==> config.mk <==
export PLATFORM = sky130hd
export DESIGN_NAME = mig1_fetch
export DESIGN_NICKNAME = d
export VERILOG_FILES = /design/src/rtl/mig1_pkg.sv /design/src/rtl/mig1_fetch_fifo.sv /design/src/rtl/mig1_fetch.sv
export SDC_FILE = /design/constraint.sdc
export NUM_CORES = 1
export LEC_CHECK = 0
export BUFFER_PORTS_ARGS = -buffer_cell sky130_fd_sc_hd__buf_2
export CORE_MARGIN = 4
export CORE_UTILIZATION = 56
export CTS_CLUSTER_DIAMETER = 150
export DETAILED_ROUTE_END_ITERATION = 12
export HOLD_SLACK_MARGIN = 0.06
export PLACE_DENSITY_LB_ADDON = 0.3
export SLEW_MARGIN = 10
export SYNTH_ARGS = -nofsm -noshare
export SYNTH_HDL_FRONTEND = slang
export SYNTH_SLANG_ARGS = --single-unit
==> constraint.sdc <==
create_clock -name clk -period 7.35 [get_ports clk]
set_input_delay 1.1025 -clock clk [delete_from_list [all_inputs] [get_ports clk]]
set_output_delay 1.1025 -clock clk [all_outputs]
set_load 0.02 [all_outputs]
==> src/rtl/mig1_pkg.sv <==
// Shared types and constants for the Mig1 core front end.
// Fetch FIFO entries are built from these fixed-width types.
package mig1_pkg;

   localparam int unsigned MIG1_DATA_WIDTH = 32;
   localparam int unsigned MIG1_ADDR_WIDTH = 8;

   typedef logic [MIG1_DATA_WIDTH-1:0] mig1_word_t;
   typedef logic [MIG1_ADDR_WIDTH-1:0] mig1_addr_t;

   typedef enum logic [1:0] {
      IDLE   = 2'd0,
      RUN    = 2'd1,
      HALTED = 2'd2
   } fetch_state_t;

   typedef struct packed {
      mig1_addr_t pc;
      mig1_word_t inst;
   } fetch_entry_t;

   // Word-address increment; wraps modulo 2^MIG1_ADDR_WIDTH.
   function automatic mig1_addr_t pc_inc(input mig1_addr_t pc);
      return pc + mig1_addr_t'(1);
   endfunction

endpackage

==> src/rtl/mig1_fetch_fifo.sv <==
// Synchronous instruction buffer of fetch_entry_t with push, pop and flush.
// Depth must be a power of two, minimum 2; flush takes priority over push/pop.
module mig1_fetch_fifo
   import mig1_pkg::*;
#(
   parameter int unsigned Depth = 2
) (
   input  logic                     clk,
   input  logic                     rst,
   input  logic                     push_i,
   input  fetch_entry_t             push_data_i,
   input  logic                     pop_i,
   input  logic                     flush_i,
   output logic [$clog2(Depth):0]   count_o,
   output fetch_entry_t             head_o
);

   localparam int unsigned PtrW = $clog2(Depth);
   localparam int unsigned CntW = PtrW + 1;
   localparam logic [CntW-1:0] Full = CntW'(Depth);

   fetch_entry_t mem_q [Depth];

   logic [PtrW-1:0] wr_ptr_q, wr_ptr_d;
   logic [PtrW-1:0] rd_ptr_q, rd_ptr_d;
   logic [CntW-1:0] count_q, count_d;
   logic            do_push, do_pop;

   assign do_pop  = pop_i && (count_q != '0);
   // A push into a full buffer is only legal when the head leaves in the same cycle.
   assign do_push = push_i && ((count_q != Full) || do_pop);

   always_comb begin
      wr_ptr_d = wr_ptr_q;
      rd_ptr_d = rd_ptr_q;
      count_d  = count_q;
      if (flush_i) begin
         wr_ptr_d = '0;
         rd_ptr_d = '0;
         count_d  = '0;
      end else begin
         if (do_push) wr_ptr_d = wr_ptr_q + PtrW'(1);
         if (do_pop)  rd_ptr_d = rd_ptr_q + PtrW'(1);
         count_d = count_q + CntW'(do_push) - CntW'(do_pop);
      end
   end

   always_ff @(posedge clk or posedge rst) begin
      if (rst) begin
         wr_ptr_q <= '0;
         rd_ptr_q <= '0;
         count_q  <= '0;
      end else begin
         wr_ptr_q <= wr_ptr_d;
         rd_ptr_q <= rd_ptr_d;
         count_q  <= count_d;
      end
   end

   always_ff @(posedge clk) begin
      if (do_push && !flush_i) begin
         mem_q[wr_ptr_q] <= push_data_i;
      end
   end

   assign count_o = count_q;
   assign head_o  = mem_q[rd_ptr_q];

endmodule

==> src/rtl/mig1_fetch.sv <==
// Mig1 instruction fetch: owns the PC, issues SimRAM reads, buffers tagged words for decode.
// Optional performance counters under `MIG1_FETCH_PERF_EN. DATA/ADDR_WIDTH must match mig1_pkg.
module mig1_fetch
   import mig1_pkg::*;
#(
   parameter int unsigned DATA_WIDTH = MIG1_DATA_WIDTH,
   parameter int unsigned ADDR_WIDTH = MIG1_ADDR_WIDTH,
   parameter int unsigned RESET_PC   = 0,
   parameter int unsigned FIFO_DEPTH = 2
) (
   input  logic                  clk,
   input  logic                  rst,
   input  logic                  start,
   input  logic                  halt,
   input  logic                  redirect_valid,
   input  logic [ADDR_WIDTH-1:0] redirect_pc,
   output logic                  ram_rd_en,
   output logic [ADDR_WIDTH-1:0] ram_rd_addr,
   input  logic [DATA_WIDTH-1:0] ram_rd_data,
   output logic                  inst_valid,
   output logic [DATA_WIDTH-1:0] inst_data,
   output logic [ADDR_WIDTH-1:0] inst_pc,
   input  logic                  inst_ready,
`ifdef MIG1_FETCH_PERF_EN
   output logic [31:0]           perf_fetch_cnt,
   output logic [31:0]           perf_stall_cnt,
`endif
   output logic                  busy
);

   localparam int unsigned CntW = $clog2(FIFO_DEPTH) + 1;
   localparam int unsigned CrW  = CntW + 1;
   localparam logic [CrW-1:0] DepthC = CrW'(FIFO_DEPTH);

   fetch_state_t state_q, state_d;
   mig1_addr_t   pc_q, pc_d;
   mig1_addr_t   tag_q, tag_d;
   logic         inflight_q;

   logic [CntW-1:0] count;
   logic [CrW-1:0]  credit;
   fetch_entry_t    head, push_entry;
   logic            redirect_en, pop, push, issue;

   assign redirect_en = redirect_valid && (state_q != IDLE);
   assign pop         = inst_valid && inst_ready;
   // Data returning in a redirect cycle belongs to the old stream and is dropped.
   assign push        = inflight_q && !redirect_en;
   assign push_entry  = '{pc: tag_q, inst: ram_rd_data};

   // Slots already spoken for once this cycle's pop retires.
   assign credit = {1'b0, count} + CrW'(inflight_q) - CrW'(pop);
   assign issue  = (state_q == RUN) && !halt && !redirect_en && (credit < DepthC);

   always_comb begin
      state_d = state_q;
      unique case (state_q)
         IDLE:    if (start) state_d = RUN;
         RUN:     if (halt) state_d = HALTED;
         HALTED:  if (!halt) state_d = RUN;
         default: state_d = IDLE;
      endcase
   end

   always_comb begin
      pc_d  = pc_q;
      tag_d = tag_q;
      if (redirect_en) begin
         pc_d = redirect_pc;
      end else if (issue) begin
         pc_d  = pc_inc(pc_q);
         tag_d = pc_q;
      end
   end

   always_ff @(posedge clk or posedge rst) begin
      if (rst) begin
         state_q    <= IDLE;
         pc_q       <= mig1_addr_t'(RESET_PC);
         tag_q      <= '0;
         inflight_q <= 1'b0;
      end else begin
         state_q    <= state_d;
         pc_q       <= pc_d;
         tag_q      <= tag_d;
         inflight_q <= issue;
      end
   end

   mig1_fetch_fifo #(
      .Depth (FIFO_DEPTH)
   ) u_fifo (
      .clk         (clk),
      .rst         (rst),
      .push_i      (push),
      .push_data_i (push_entry),
      .pop_i       (pop),
      .flush_i     (redirect_en),
      .count_o     (count),
      .head_o      (head)
   );

   assign ram_rd_en   = issue;
   assign ram_rd_addr = issue ? pc_q : '0;
   assign inst_valid  = (count != '0);
   assign inst_data   = inst_valid ? head.inst : '0;
   assign inst_pc     = inst_valid ? head.pc : '0;
   assign busy        = (state_q == RUN) || inflight_q;

`ifdef MIG1_FETCH_PERF_EN
   logic [31:0] fetch_cnt_q, fetch_cnt_d;
   logic [31:0] stall_cnt_q, stall_cnt_d;

   always_comb begin
      fetch_cnt_d = fetch_cnt_q;
      stall_cnt_d = stall_cnt_q;
      if (pop) fetch_cnt_d = fetch_cnt_q + 32'd1;
      if ((state_q == RUN) && !issue) stall_cnt_d = stall_cnt_q + 32'd1;
   end

   always_ff @(posedge clk or posedge rst) begin
      if (rst) begin
         fetch_cnt_q <= '0;
         stall_cnt_q <= '0;
      end else begin
         fetch_cnt_q <= fetch_cnt_d;
         stall_cnt_q <= stall_cnt_d;
      end
   end

   assign perf_fetch_cnt = fetch_cnt_q;
   assign perf_stall_cnt = stall_cnt_q;
`endif

endmodule

Yosys cells after proc, flatten, opt, wreduce, memory -nomap -nowiden
Memories as Yosys holds them, arrays and structs flattened. Index checks and enable logic that the tools add are counted.

Flip-flop bits (word level): 23. RAM bits: 80. Input port bits: 46. Output and inout port bits: 51. Word-level logic and storage cells: 60. Memories: 1.

Add/subtract/negate cells: 7. Magnitude comparators: 1. Equality and inequality tests: 6. Multiplexer cells: 16. Bitwise gates (word level): 1. Reductions and logical operators: 21.

Memories: u_fifo.mem_q (words 2, bits a word 40, rd ports 1, clocked after memory_dff 0, write ports 1, line mig1_fetch_fifo.sv:22) `fetch_entry_t mem_q [Depth];`.

Operators by type and width (number): $mux W32 (1); $mux W8 (4); $reduce_bool A2 Y1 (5); $logic_and A1 B1 Y1 (9); $add A8 B1 Y8 const B (1); $mux W2 (4); $ne A2 B2 Y1 const B (4); $mux W1 (6); $pmux W2 S3 (1); $add A2 B1 Y3 (1); $lt A3 B2 Y1 const B (1); $reduce_and A3 Y1 (1); $sub A3 B1 Y3 (1); $add A1 B1 Y1 const B (2); $add A2 B1 Y2 (1); $eq A2 B1 Y1 const B (1); $eq A2 B2 Y1 const B (1); $logic_not A1 Y1 (2); $logic_not A2 Y1 (1); $logic_or A1 B1 Y1 (2); $reduce_and A2 Y1 (1); $sub A2 B1 Y2 (1); $not A1 Y1 (1).

Logic depth before layout (Yosys ltp)
Gate-level depths: netlist of the first run.

Word-level depth: 8. Mapped depth: 14. Gate-level depth less buffers: 12.

By module
A second synthesis of the first run with hierarchy kept.

Cell total of the unflattened synthesis: 286. Area, all modules: 4377.9 µm².

Modules (own cells, without submodules): mig1_fetch_fifo (instances 1, cells an instance 147, area an instance 3120.5 µm², sequential area each 2502.4 µm²); mig1_fetch (instances 1, cells an instance 139, area an instance 1257.5 µm², sequential area each 475.5 µm²).

Least setup slack after synthesis of the first run
No wires, ideal clock.

Path type: input-to-reg. Start point: in redirect_valid. End point: mem u_fifo.mem_q[0][0] (netlist bit) (enable). Library setup time: 0.487 ns. Arrival: 4.202 ns. Required time: 6.863 ns. Path slack: 2.661 ns. Cell stages on the path: 3. Path buffers: 1. Cells stage by stage: o21a_1 > clkbuf_1 > nor3_1.

Cells in the longest elaborated chain, start to end: 7.

RTL lines: start, declared (line mig1_fetch.sv:15) `input logic redirect_valid,`; $logic_and A1 B1 Y1 * (line mig1_fetch.sv:45) `assign redirect_en = redirect_valid && (state_q != IDLE);`; $logic_not A1 Y1 * (line mig1_fetch_fifo.sv:61, mig1_fetch.sv:48); $logic_and A1 B1 Y1 (line mig1_fetch.sv:48) `assign push = inflight_q && !redirect_en;`; $logic_and A1 B1 Y1 (line mig1_fetch_fifo.sv:31) `assign do_push = push_i && ((count_q != Full) || do_pop);`; $logic_and A1 B1 Y1 * (line mig1_fetch_fifo.sv:61) `if (do_push && !flush_i) begin`; $mux W1 * (line mig1_fetch_fifo.sv:61); $mux W1 (not written as such) * (line mig1_fetch_fifo.sv:62) `mem_q[wr_ptr_q] <= push_data_i;`; end, declared (line mig1_fetch_fifo.sv:22).

Every way passes the cells marked *; elsewhere a longest branch is shown, timed or not.

Worst setup path in the final report of the first run
Start point: reg u_fifo.count_q[1] (netlist: u_fifo.count_o[1]). End point: out ram_rd_addr[6].

Cells in the longest elaborated chain, start to end: 6. Elaborated cells on any way between the ends: 7. Those cells by class: add/sub: 2; order compare: 1; mux: 1; reduce/logical: 3.

RTL lines: start, declared (line mig1_fetch_fifo.sv:26) `logic [CntW-1:0] count_q, count_d;`; start signal, assigned (line mig1_fetch_fifo.sv:56) `count_q <= count_d;`; branches (longest 2 deep; another with $add A2 B1 Y3); $sub A3 B1 Y3 * (line mig1_fetch.sv:52) `assign credit = {1'b0, count} + CrW'(inflight_q) - CrW'(pop);`; $lt A3 B2 Y1 * (line mig1_fetch.sv:53) `assign issue = (state_q == RUN) && !halt && !redirect_en && (credit < DepthC);`; $logic_and A1 B1 Y1 * (line mig1_fetch.sv:53); $mux W8 * (line mig1_fetch.sv:104) `assign ram_rd_addr = issue ? pc_q : '0;`; end, declared (line mig1_fetch.sv:18) `output logic [ADDR_WIDTH-1:0] ram_rd_addr,`.

Every way passes the cells marked *.

==> results of run 1 <==
## report_power, final
part	internal, mW	switching [mW]
Combinational	0.227	0.375
Sequential	0.722	0.0875
Clock	0.190	0.176
Total	1.14	0.638
## worst max-delay path: stages, from the launching register on
cell and delay (ps):
dfrtp_1 470, nor2_4 740, inv_1 140, and2_1 260, ha_1 280, inv_1 80
nand2_1 80, fa_1 390, xor2_1 180, or4_1 780, inv_1 420, and2_1 220
buf_2 170
## metrics by stage
| stage | instances | hold slack (ps) | area, um2 | utilization [%] |
|---|---|---|---|---|
| 3_5_place_dp | 477 | 476 | 4780 | 65.8 |
| 5_1_grt | 493 | 522 | 4990 | 68.8 |
| 4_1_cts | 493 | 498 | 4990 | 68.8 |
| 3_3_place_gp | 477 | 459 | 4780 | 65.8 |
| 2_1_floorplan | 293 | 443 | 4190 | - |
| 6_report | 493 | 502 | 4990 | 68.8 |
## state kept, by name, summed over array words and instances, names as in the netlist
| name | count |
|---|---|
| pc_q | 8 |
| u_fifo.wr_ptr_q | 1 |
| u_fifo.mem_q | 80 |
| state_q | 2 |
| u_fifo.count_o | 2 |
| tag_q | 8 |
| inflight_q | 1 |
| u_fifo.rd_ptr_q | 1 |
## layout make-up
| class | count | area [um2] | share of cell area, % |
|---|---|---|---|
| inverters | 8 | 30.0 | 0.602 |
| flip-flops and latches | 103 | 2980 | 59.7 |
| multi-input cells | 168 | 1140 | 22.8 |
| well taps | 99 | 124 | 2.48 |
| clock buffers | 14 | 174 | 3.49 |
| clock inverters | 2 | 38.8 | 0.778 |
| repair buffers | 99 | 503 | 10.1 |
## cell usage after synthesis (2+ instances only)
cell type   n  area [um2]
clkbuf_1    9        33.8
ha_1        4        50.1
nand2_1    10        37.5
nand3_1     2        10.0
a21o_1      9        67.6
edfxtp_1   80        2400
mux2i_1    40         400
a31oi_1     5        31.3
dfrtp_1    23         576
o21ai_0     7        35.0
xnor2_1     4        35.0
xor2_1      3        26.3
or3_1       3        18.8
or4_1       2        15.0
buf_1       3        11.3
and2_1     12        75.1
o21a_1      2        15.0
buf_2       2        10.0
nor2_1     53         199
inv_1       8        30.0
o31ai_1     2        15.0
## cells by family (layout without fill, tap and decap cells)
family	after synthesis	in the layout	share of synthesized area, %
and+or+nand+nor	89	89	9.86
buffers and inverters	22	123	2.03
AOI/OAI and AO/OA	27	27	4.33
muxes	40	40	9.56
xor gates and xnor gates	7	7	1.46
DFF	103	103	71.1
adders and majority gates	5	5	1.67
## worst paths after layout
kind,cells past startpoint,start,endpoint,slack [ps]
setup reg to reg,11,u_fifo.count_o[1],pc_q[7],3100
setup / recovery,12,u_fifo.count_o[1],ram_rd_addr[6],1690
max in group asynchronous,2,rst,u_fifo.rd_ptr_q,5790
hold reg to reg,0,tag_q[6],u_fifo.mem_q[0][38],500
hold / removal,0,tag_q[6],u_fifo.mem_q[0][38],500
min in group asynchronous,2,rst,state_q[0],940
## layer usage
metal	vias up	share of wire, %	track usage, %
li1	1245	-	-
met1	1252	41	24.0
met2	88	51	33.7
met3	10	6.3	3.59
met4	0	1.2	7.57
met5	-	0	0
## placed cells by master, fill, tap and decap left out, drive strengths merged, types with 2 or more instances in the layout
master	Yosys	final
nor2	53	53
edfxtp	80	80
mux2i	40	40
a21o	9	9
nand2	10	10
buf	5	99
o21a	2	2
a31oi	5	5
or4	2	2
nand3	2	2
xor2	3	3
o31ai	2	2
and2	12	12
dfrtp	23	23
clkbuf	9	14
xnor2	4	4
inv	8	9
ha	4	4
o21ai	7	7
or3	3	3
==> flow_metrics.env, run 1 <==
export IMPL_status="complete, no violations"
export IMPL_nNetsFinal=440
export IMPL_clockBufferDepth=2
export IMPL_io_buffers=96
export IMPL_ir_drop_mv=0.228
export IMPL_syn_nets=344
export IMPL_critical_path_required_ps=6250
export IMPL_cts_made_buffers=9
export IMPL_vias=2595
export IMPL_postCtsHoldBufs=0
export IMPL_yosysWarnings=0
export IMPL_finalSetupTns_ps=0
export IMPL_synth_avg_cell_area_um2=14.3
export IMPL_synth_cell_types=31
export IMPL_synth_edf_count=80
export IMPL_cts_tree="done"
export IMPL_post_cts_setup_buffers=0
export IMPL_drt_wirelength_per_cell_um=16.6
export IMPL_p_per_area_nw_per_um2=356
export IMPL_fin_skew_ps=13.3
export IMPL_cp_start_kind="flip-flop"
export IMPL_ant_nets=0
export IMPL_area_growth_pct=19.1
export IMPL_clock_sinks=103
export IMPL_die_w_um=94.5
export IMPL_post_route_drc_count=0
export IMPL_dieArea_um2=8930
export IMPL_globalRouteOverflowTotal=0
export IMPL_place_gp_congestion=0.804
export IMPL_dr_pass1_iters=4
export IMPL_final_max_slew_viol_count=0
export IMPL_antenna_found_initial=0
export IMPL_drv_cap=0
export IMPL_worstSetupPathType="reg -> out"
export IMPL_path_clk_slew_ps=90
export IMPL_fmax_ghz=0.177
export IMPL_clockRootBuffer="clkbuf_8"
export IMPL_rsz0062_at_grt="false"
export IMPL_wl_mm=8.17
export IMPL_num_antenna_cells=0
export IMPL_dpl_hpwl_mm=5.48
export IMPL_grtUsageTotal_pct=19.4
export IMPL_hp_class="reg -> reg"
export IMPL_finalCritPeriodShare_pct=77.0
export IMPL_grt_max_degree=42
export IMPL_postSynthCellCount=293
export IMPL_async_flop_share_pct=22.3
export IMPL_synthFlopType="edfxtp_1"
export IMPL_crit_arrival_ps=4560
export IMPL_drt_iter0_drc=116
export IMPL_clk_latency_ps=350
export IMPL_vias_per_cell=5.26
export IMPL_grt_pass1_wl_mm=12.9
export IMPL_fin_crit_ps=5660
export IMPL_worstPathMaxFanout=41
export IMPL_synth_seq_area_share_pct=71.1
export IMPL_rows=31
export IMPL_fin_total_pwr_mw=1.78
export IMPL_worst_slack_ps=1690
export IMPL_p_leak_nw=2.09
export IMPL_num_io_pins=97
export IMPL_hold_viol_final=0
export IMPL_grt_pass1_vias=2696
export IMPL_place_ws_ps=2060
export IMPL_fill_cells=555
export IMPL_initial_core_util_pct=57.8
export IMPL_slew_headroom_pct=34.5
export IMPL_die_y_um=94.5
export IMPL_setup_violations_final=0
export IMPL_mappedNetlistArea_um2=4190
export IMPL_drive_gt1_share_pct=29.7
export IMPL_end_kind="primary output"
export IMPL_ys_ff_latch=103
export IMPL_worst_pin_slew_ps=983
export IMPL_h_tree_depth=3
export IMPL_core_um2=7250
export IMPL_cts_resized_gates=0
Note: power is estimated with default switching activity, not from simulation.
==> run 2: changes to the inputs <==
--- a/config.mk
+++ b/config.mk
@@ -7,7 +7,7 @@
 export LEC_CHECK = 0
 export BUFFER_PORTS_ARGS = -buffer_cell sky130_fd_sc_hd__buf_2
 export CORE_MARGIN = 4
-export CORE_UTILIZATION = 56
+export CORE_UTILIZATION = 53
 export CTS_CLUSTER_DIAMETER = 150
 export DETAILED_ROUTE_END_ITERATION = 12
 export HOLD_SLACK_MARGIN = 0.06
==> constraint.sdc (replaced) <==
create_clock -name clk -period 5.48 [get_ports clk]
set_input_delay 0.822 -clock clk [delete_from_list [all_inputs] [get_ports clk]]
set_output_delay 0.822 -clock clk [all_outputs]
set_load 0.02 [all_outputs]
==> run 2 against run 1 <==
- die area is 5.2% higher
- global-route usage down 2.3 points
- largest cell class unchanged
- critical path depth unchanged
- sequential share of layout area grew 0.060 points
==> flow_metrics.env, run 2 (synthesized netlist as in run 1, its figures left out) <==
export IMPL_worst_slack_ps=879
export IMPL_place_ws_ps=982
export IMPL_drive_gt1_share_pct=30.1
export IMPL_layout_commonest_cell="buf_2"
export IMPL_worstSetupPathType="reg -> out"
export IMPL_place_area_um2=4790
export IMPL_post_cts_setup_buffers=0
export IMPL_grt_pass1_vias=2687
export IMPL_place_gp_congestion=0.844
export IMPL_core_um2=7690
export IMPL_grt_max_degree=41
export IMPL_rsz0062_at_grt="false"
export IMPL_multi_input_area_um2=1140
export IMPL_drt_iter0_drc=114
export IMPL_dp_cells=481
export IMPL_vias_per_cell=5.25
export IMPL_largest_reg_flops=80
export IMPL_path_clk_slew_ps=100
export IMPL_hold_viol_final=0
export IMPL_area_growth_pct=19.0
export IMPL_final_cell_count_no_fill=497
export IMPL_die_w_um=96.9
export IMPL_finalSetupTns_ps=0
export IMPL_final_max_slew_viol_count=0
export IMPL_setup_violations_final=0
export IMPL_slew_headroom_pct=33.9
export IMPL_nNetsFinal=441
export IMPL_grtUsageTotal_pct=17.0
export IMPL_finalCritPeriodShare_pct=84.0
export IMPL_p_per_area_nw_per_um2=474
export IMPL_fill_cells=585
export IMPL_die_y_um=96.9
export IMPL_fin_skew_ps=8.01
export IMPL_regMostFlops="u_fifo.mem_q"
export IMPL_ir_drop_mv=0.338
export IMPL_wl_mm=7.81
export IMPL_h_tree_depth=3
export IMPL_vias=2609
export IMPL_r2r_slack_ps=2010
export IMPL_fin_total_pwr_mw=2.36
export IMPL_hp_class="reg -> reg"
export IMPL_dpl_hpwl_mm=5.21
export IMPL_drv_cap=0
export IMPL_grt_pass1_wl_mm=12.8
export IMPL_layout_common_cells="buf_2, edfxtp_1, nor2_1"
export IMPL_io_buffers=96
export IMPL_seqCellArea_um2=2980
export IMPL_whs_ps=491
export IMPL_clockRootBuffer="clkbuf_8"
export IMPL_critical_path_required_ps=4660
export IMPL_clk_latency_ps=350
export IMPL_post_route_drc_count=0
export IMPL_antenna_found_initial=0
export IMPL_initial_core_util_pct=54.5
export IMPL_fin_area_um2=4980
export IMPL_reg2regPathDepth=11
export IMPL_cts_resized_gates=0
export IMPL_rows=32
export IMPL_end_kind="primary output"
export IMPL_drt_wirelength_per_cell_um=15.7
export IMPL_cp_start_kind="flip-flop"
export IMPL_worstPathMaxFanout=18
export IMPL_finish_utilization_pct=64.8
export IMPL_worst_pin_slew_ps=991
export IMPL_clockBufferDepth=2
export IMPL_cts_made_buffers=9
export IMPL_crit_arrival_ps=3780
export IMPL_clock_sinks=103
export IMPL_dieArea_um2=9390
export IMPL_p_leak_nw=2.09
export IMPL_num_io_pins=97
export IMPL_fmax_ghz=0.217
export IMPL_ant_nets=0
export IMPL_postCtsHoldBufs=0
export IMPL_top_regs="u_fifo.mem_q x80, pc_q x8, tag_q x8"
export IMPL_fin_crit_ps=4600
export IMPL_globalRouteOverflowTotal=0
export IMPL_cts_tree="done"
export IMPL_dr_pass1_iters=4
export IMPL_num_antenna_cells=0
export IMPL_min_path_cells=0
export IMPL_status="complete, no violations"
[run 2: cell types whose count changed in the layout (fill, tap and decap cells not counted), sizes merged]
cell / previous run / this run
inv: 9 / 10
buf: 99 / 100
clkinv: 0 / 3
clkbuf: 14 / 10
[run 2: layout make-up]
cell class,count,share of cell area (%)
Inverter,8,0.603
Tap cell,102,2.56
Clock buffer,10,2.56
Clock inverter,6,1.38
Timing Repair Buffer,100,10.2
Sequential cell,103,59.8
Multi-Input combinational cell,168,22.9
[run 2: path summary, 6_finish.rpt]
path | start | endpoint
max | u_fifo.count_o[1] | ram_rd_addr[4]
min | tag_q[6] | u_fifo.mem_q[0][38]
max reg2reg | u_fifo.count_o[1] | pc_q[7]
min reg2reg | tag_q[6] | u_fifo.mem_q[0][38]
max in group asynchronous | rst | u_fifo.rd_ptr_q
min in group asynchronous | rst | tag_q[6]
[run 2: routing by layer]
layer  GRT usage [%]  share of wire (%)  vias to the layer above  wire length (um)
met5               0                  0                        -                 0
met4            4.32               0.96                        0                75
met3            5.55                6.3                        8               491
met2            28.1                 50                       97              3890
met1            21.9                 43                     1253              3350
li1                -                  -                     1251                 -
[run 2: power by group]
part           total, mW  internal, mW  switching [mW]
clock network      0.464         0.215           0.249
registers           1.07         0.969           0.102
logic              0.828         0.310           0.519
[run 2: critical path, stage by stage (launching register included)]
cell,delay [ps]
dfrtp_1,470
nor2_4,130
inv_1,50
and2_1,200
ha_1,290
inv_1,90
nand2_1,70
fa_1,380
xor2_1,180
or4_1,780
inv_1,400
and2_1,220
buf_2,170
==> run 3: changes to the inputs <==
--- a/config.mk
+++ b/config.mk
@@ -5,9 +5,10 @@
 export SDC_FILE = /design/constraint.sdc
 export NUM_CORES = 1
 export LEC_CHECK = 0
+export ABC_AREA = 1
 export BUFFER_PORTS_ARGS = -buffer_cell sky130_fd_sc_hd__buf_2
 export CORE_MARGIN = 4
-export CORE_UTILIZATION = 53
+export CORE_UTILIZATION = 54
 export CTS_CLUSTER_DIAMETER = 150
 export DETAILED_ROUTE_END_ITERATION = 12
 export HOLD_SLACK_MARGIN = 0.06
==> constraint.sdc (replaced) <==
create_clock -name clk -period 4.8 [get_ports clk]
set_input_delay 0.72 -clock clk [delete_from_list [all_inputs] [get_ports clk]]
set_output_delay 0.72 -clock clk [all_outputs]
set_load 0.02 [all_outputs]
==> run 3 against run 2 <==
- register-to-register slack about the same
- via count increased by 15%
- worst setup slack improved by 190 ps
- critical endpoint is now ram_rd_addr[5]
- non-clock buffer count decreased by 1
- final cell count increased by 19%
- routed wire length increased by 7.2%
- first-iteration DRC count increased by 46%
- worst hold slack got worse by 17 ps
==> flow_metrics.env, run 3 <==
export IMPL_slowest_delay_ps=540
export IMPL_die_w_um=97.0
export IMPL_end_kind="primary output"
export IMPL_dr_pass1_iters=4
export IMPL_grt_max_degree=43
export IMPL_rsz0062_at_grt="false"
export IMPL_cts_made_buffers=9
export IMPL_path_clk_slew_ps=90
export IMPL_syn_nets=440
export IMPL_layout_commonest_cell="nand2_1"
export IMPL_synth_edf_count=80
export IMPL_crit_family="simple AND/OR/NAND/NOR gates"
export IMPL_nNetsFinal=533
export IMPL_final_max_slew_viol_count=0
export IMPL_drv_cap=0
export IMPL_antenna_found_initial=0
export IMPL_fin_total_pwr_mw=2.71
export IMPL_worst_pin_slew_ps=1150
export IMPL_fin_area_um2=5020
export IMPL_p_leak_nw=2.21
export IMPL_fmax_ghz=0.268
export IMPL_rows=32
export IMPL_place_ws_ps=1230
export IMPL_synth_most_common_cell="nand2_1"
export IMPL_regMostFlops="u_fifo.mem_q"
export IMPL_synth_seq_area_share_pct=69.6
export IMPL_r2r_slack_ps=2000
export IMPL_grtUsageTotal_pct=18.5
export IMPL_yosysTopAreaCellShare_pct=56.1
export IMPL_setup_violations_final=0
export IMPL_dieArea_um2=9410
export IMPL_ys_ff_latch=103
export IMPL_hp_class="reg -> reg"
export IMPL_ir_drop_mv=0.373
export IMPL_mappedNetlistArea_um2=4280
export IMPL_h_tree_depth=3
export IMPL_synthFlopType="edfxtp_1"
export IMPL_ant_nets=0
export IMPL_post_route_drc_count=0
export IMPL_crit_arrival_ps=3010
export IMPL_die_y_um=97.0
export IMPL_dpl_hpwl_mm=5.54
export IMPL_drt_wirelength_per_cell_um=14.2
export IMPL_post_cts_setup_buffers=0
export IMPL_grt_pass1_vias=2893
export IMPL_synth_cell_types=22
export IMPL_area_growth_pct=17.4
export IMPL_clockRootBuffer="clkbuf_8"
export IMPL_p_per_area_nw_per_um2=540
export IMPL_postSynthCellCount=389
export IMPL_crit_cells=11
export IMPL_cts_resized_gates=0
export IMPL_status="complete, no violations"
export IMPL_vias=2992
export IMPL_synth_avg_cell_area_um2=11.0
export IMPL_grt_pass1_wl_mm=14.0
export IMPL_crit_chain="nor2_4, nor2_1, ha_1, inv_1, nand2_1, fa_1, nand3_1, nor2_4, inv_2, nor2_1, buf_2"
export IMPL_finalSetupTns_ps=0
export IMPL_largest_reg_flops=80
export IMPL_postCtsHoldBufs=0
export IMPL_globalRouteOverflowTotal=0
export IMPL_cp_num_buf_inv=3
export IMPL_fin_crit_ps=3730
export IMPL_reg2regPathDepth=9
export IMPL_top_regs="u_fifo.mem_q x80, pc_q x8, tag_q x8"
export IMPL_cts_tree="done"
export IMPL_place_gp_congestion=0.854
export IMPL_hold_viol_final=0
export IMPL_place_area_um2=4850
export IMPL_cp_start_kind="flip-flop"
export IMPL_clk_latency_ps=370
export IMPL_worstPathMaxFanout=22
export IMPL_yosysWarnings=0
export IMPL_slew_headroom_pct=23.4
export IMPL_critical_path_required_ps=4080
export IMPL_finalCritPeriodShare_pct=77.6
export IMPL_initial_core_util_pct=55.4
export IMPL_clock_sinks=103
export IMPL_synth_area_leader_cell="edfxtp_1"
export IMPL_num_antenna_cells=0
export IMPL_layout_common_cells="nand2_1, buf_2, edfxtp_1"
export IMPL_clockBufferDepth=2
export IMPL_synth_top_cells_by_count="nand2_1, edfxtp_1, a21oi_1"
export IMPL_async_flop_share_pct=22.3
export IMPL_worst_slack_ps=1070
export IMPL_core_um2=7730
export IMPL_num_io_pins=97
export IMPL_yosys_top_cells_area="edfxtp_1, dfrtp_1, nand2_1"
export IMPL_slowest_stage="dfrtp_1"
export IMPL_io_buffers=96
export IMPL_fin_skew_ps=15.1
export IMPL_drive_gt1_share_pct=27.1
export IMPL_worstSetupPathType="reg -> out"
export IMPL_wl_mm=8.38
export IMPL_vias_per_cell=5.08
export IMPL_drt_iter0_drc=166
export IMPL_min_path_cells=0
## run 3: worst paths after layout
| check | from | end |
|---|---|---|
| max | u_fifo.count_o[1] | ram_rd_addr[5] |
| min | tag_q[7] | u_fifo.mem_q[1][39] |
| max reg2reg | u_fifo.count_o[1] | pc_q[0] |
| min reg2reg | tag_q[7] | u_fifo.mem_q[1][39] |
| max in group asynchronous | rst | pc_q[6] |
| min in group asynchronous | rst | state_q[1] |
## run 3: worst register-to-register path: stages (launching register included)
cell and delay, ps:
dfrtp_1 540, nor2_4 70, nor2_1 220, ha_1 280, inv_1 80, nand2_1 70, fa_1 500, nand3_1 150
o21ai_1 590, o21ai_0 180
## run 3: layout make-up
cell class / count / area [um2]
Clock buffer: 10 / 128
Sequential cell: 103 / 2980
Timing Repair Buffer: 99 / 503
Multi-Input combinational cell: 242 / 1140
Fill cell: 615 / 2700
Clock inverter: 6 / 51.3
Inverter: 27 / 101
Tap cell: 102 / 128
## run 3: layer usage
metal / share of wire, % / vias up / global-route usage, %
met1: 42 / 1382 / 24.7
met3: 6.4 / 16 / 3.17
met2: 50 / 110 / 30.3
met4: 1.8 / 0 / 7.34
li1: - / 1484 / -
met5: 0 / - / 0
## run 3: through the flow
step / std cells / hold WS (ps) / utilization [%]
2_1_floorplan: 389 / 442 / -
3_3_place_gp: 573 / 453 / 62.7
3_5_place_dp: 573 / 454 / 62.7
4_1_cts: 589 / 477 / 65.0
5_1_grt: 589 / 498 / 65.0
6_report: 589 / 474 / 65.0
## run 3: power breakdown
part           switching (mW)  leakage, nW  internal (mW)
logic                   0.726         1.09          0.313
clock network           0.301       0.0931          0.197
registers              0.0839         1.02           1.09
total                    1.11         2.21           1.60
## run 3: logic make-up (layout without fill, tap and decap cells)
logic type	after synthesis	after routing	synth area share, %
simple gates	175	175	16.4
fa+ha+maj	5	5	1.64
flops	103	103	69.6
xor+xnor	1	1	0.205
compound gates	61	61	7.78
buf+inv	44	142	4.41
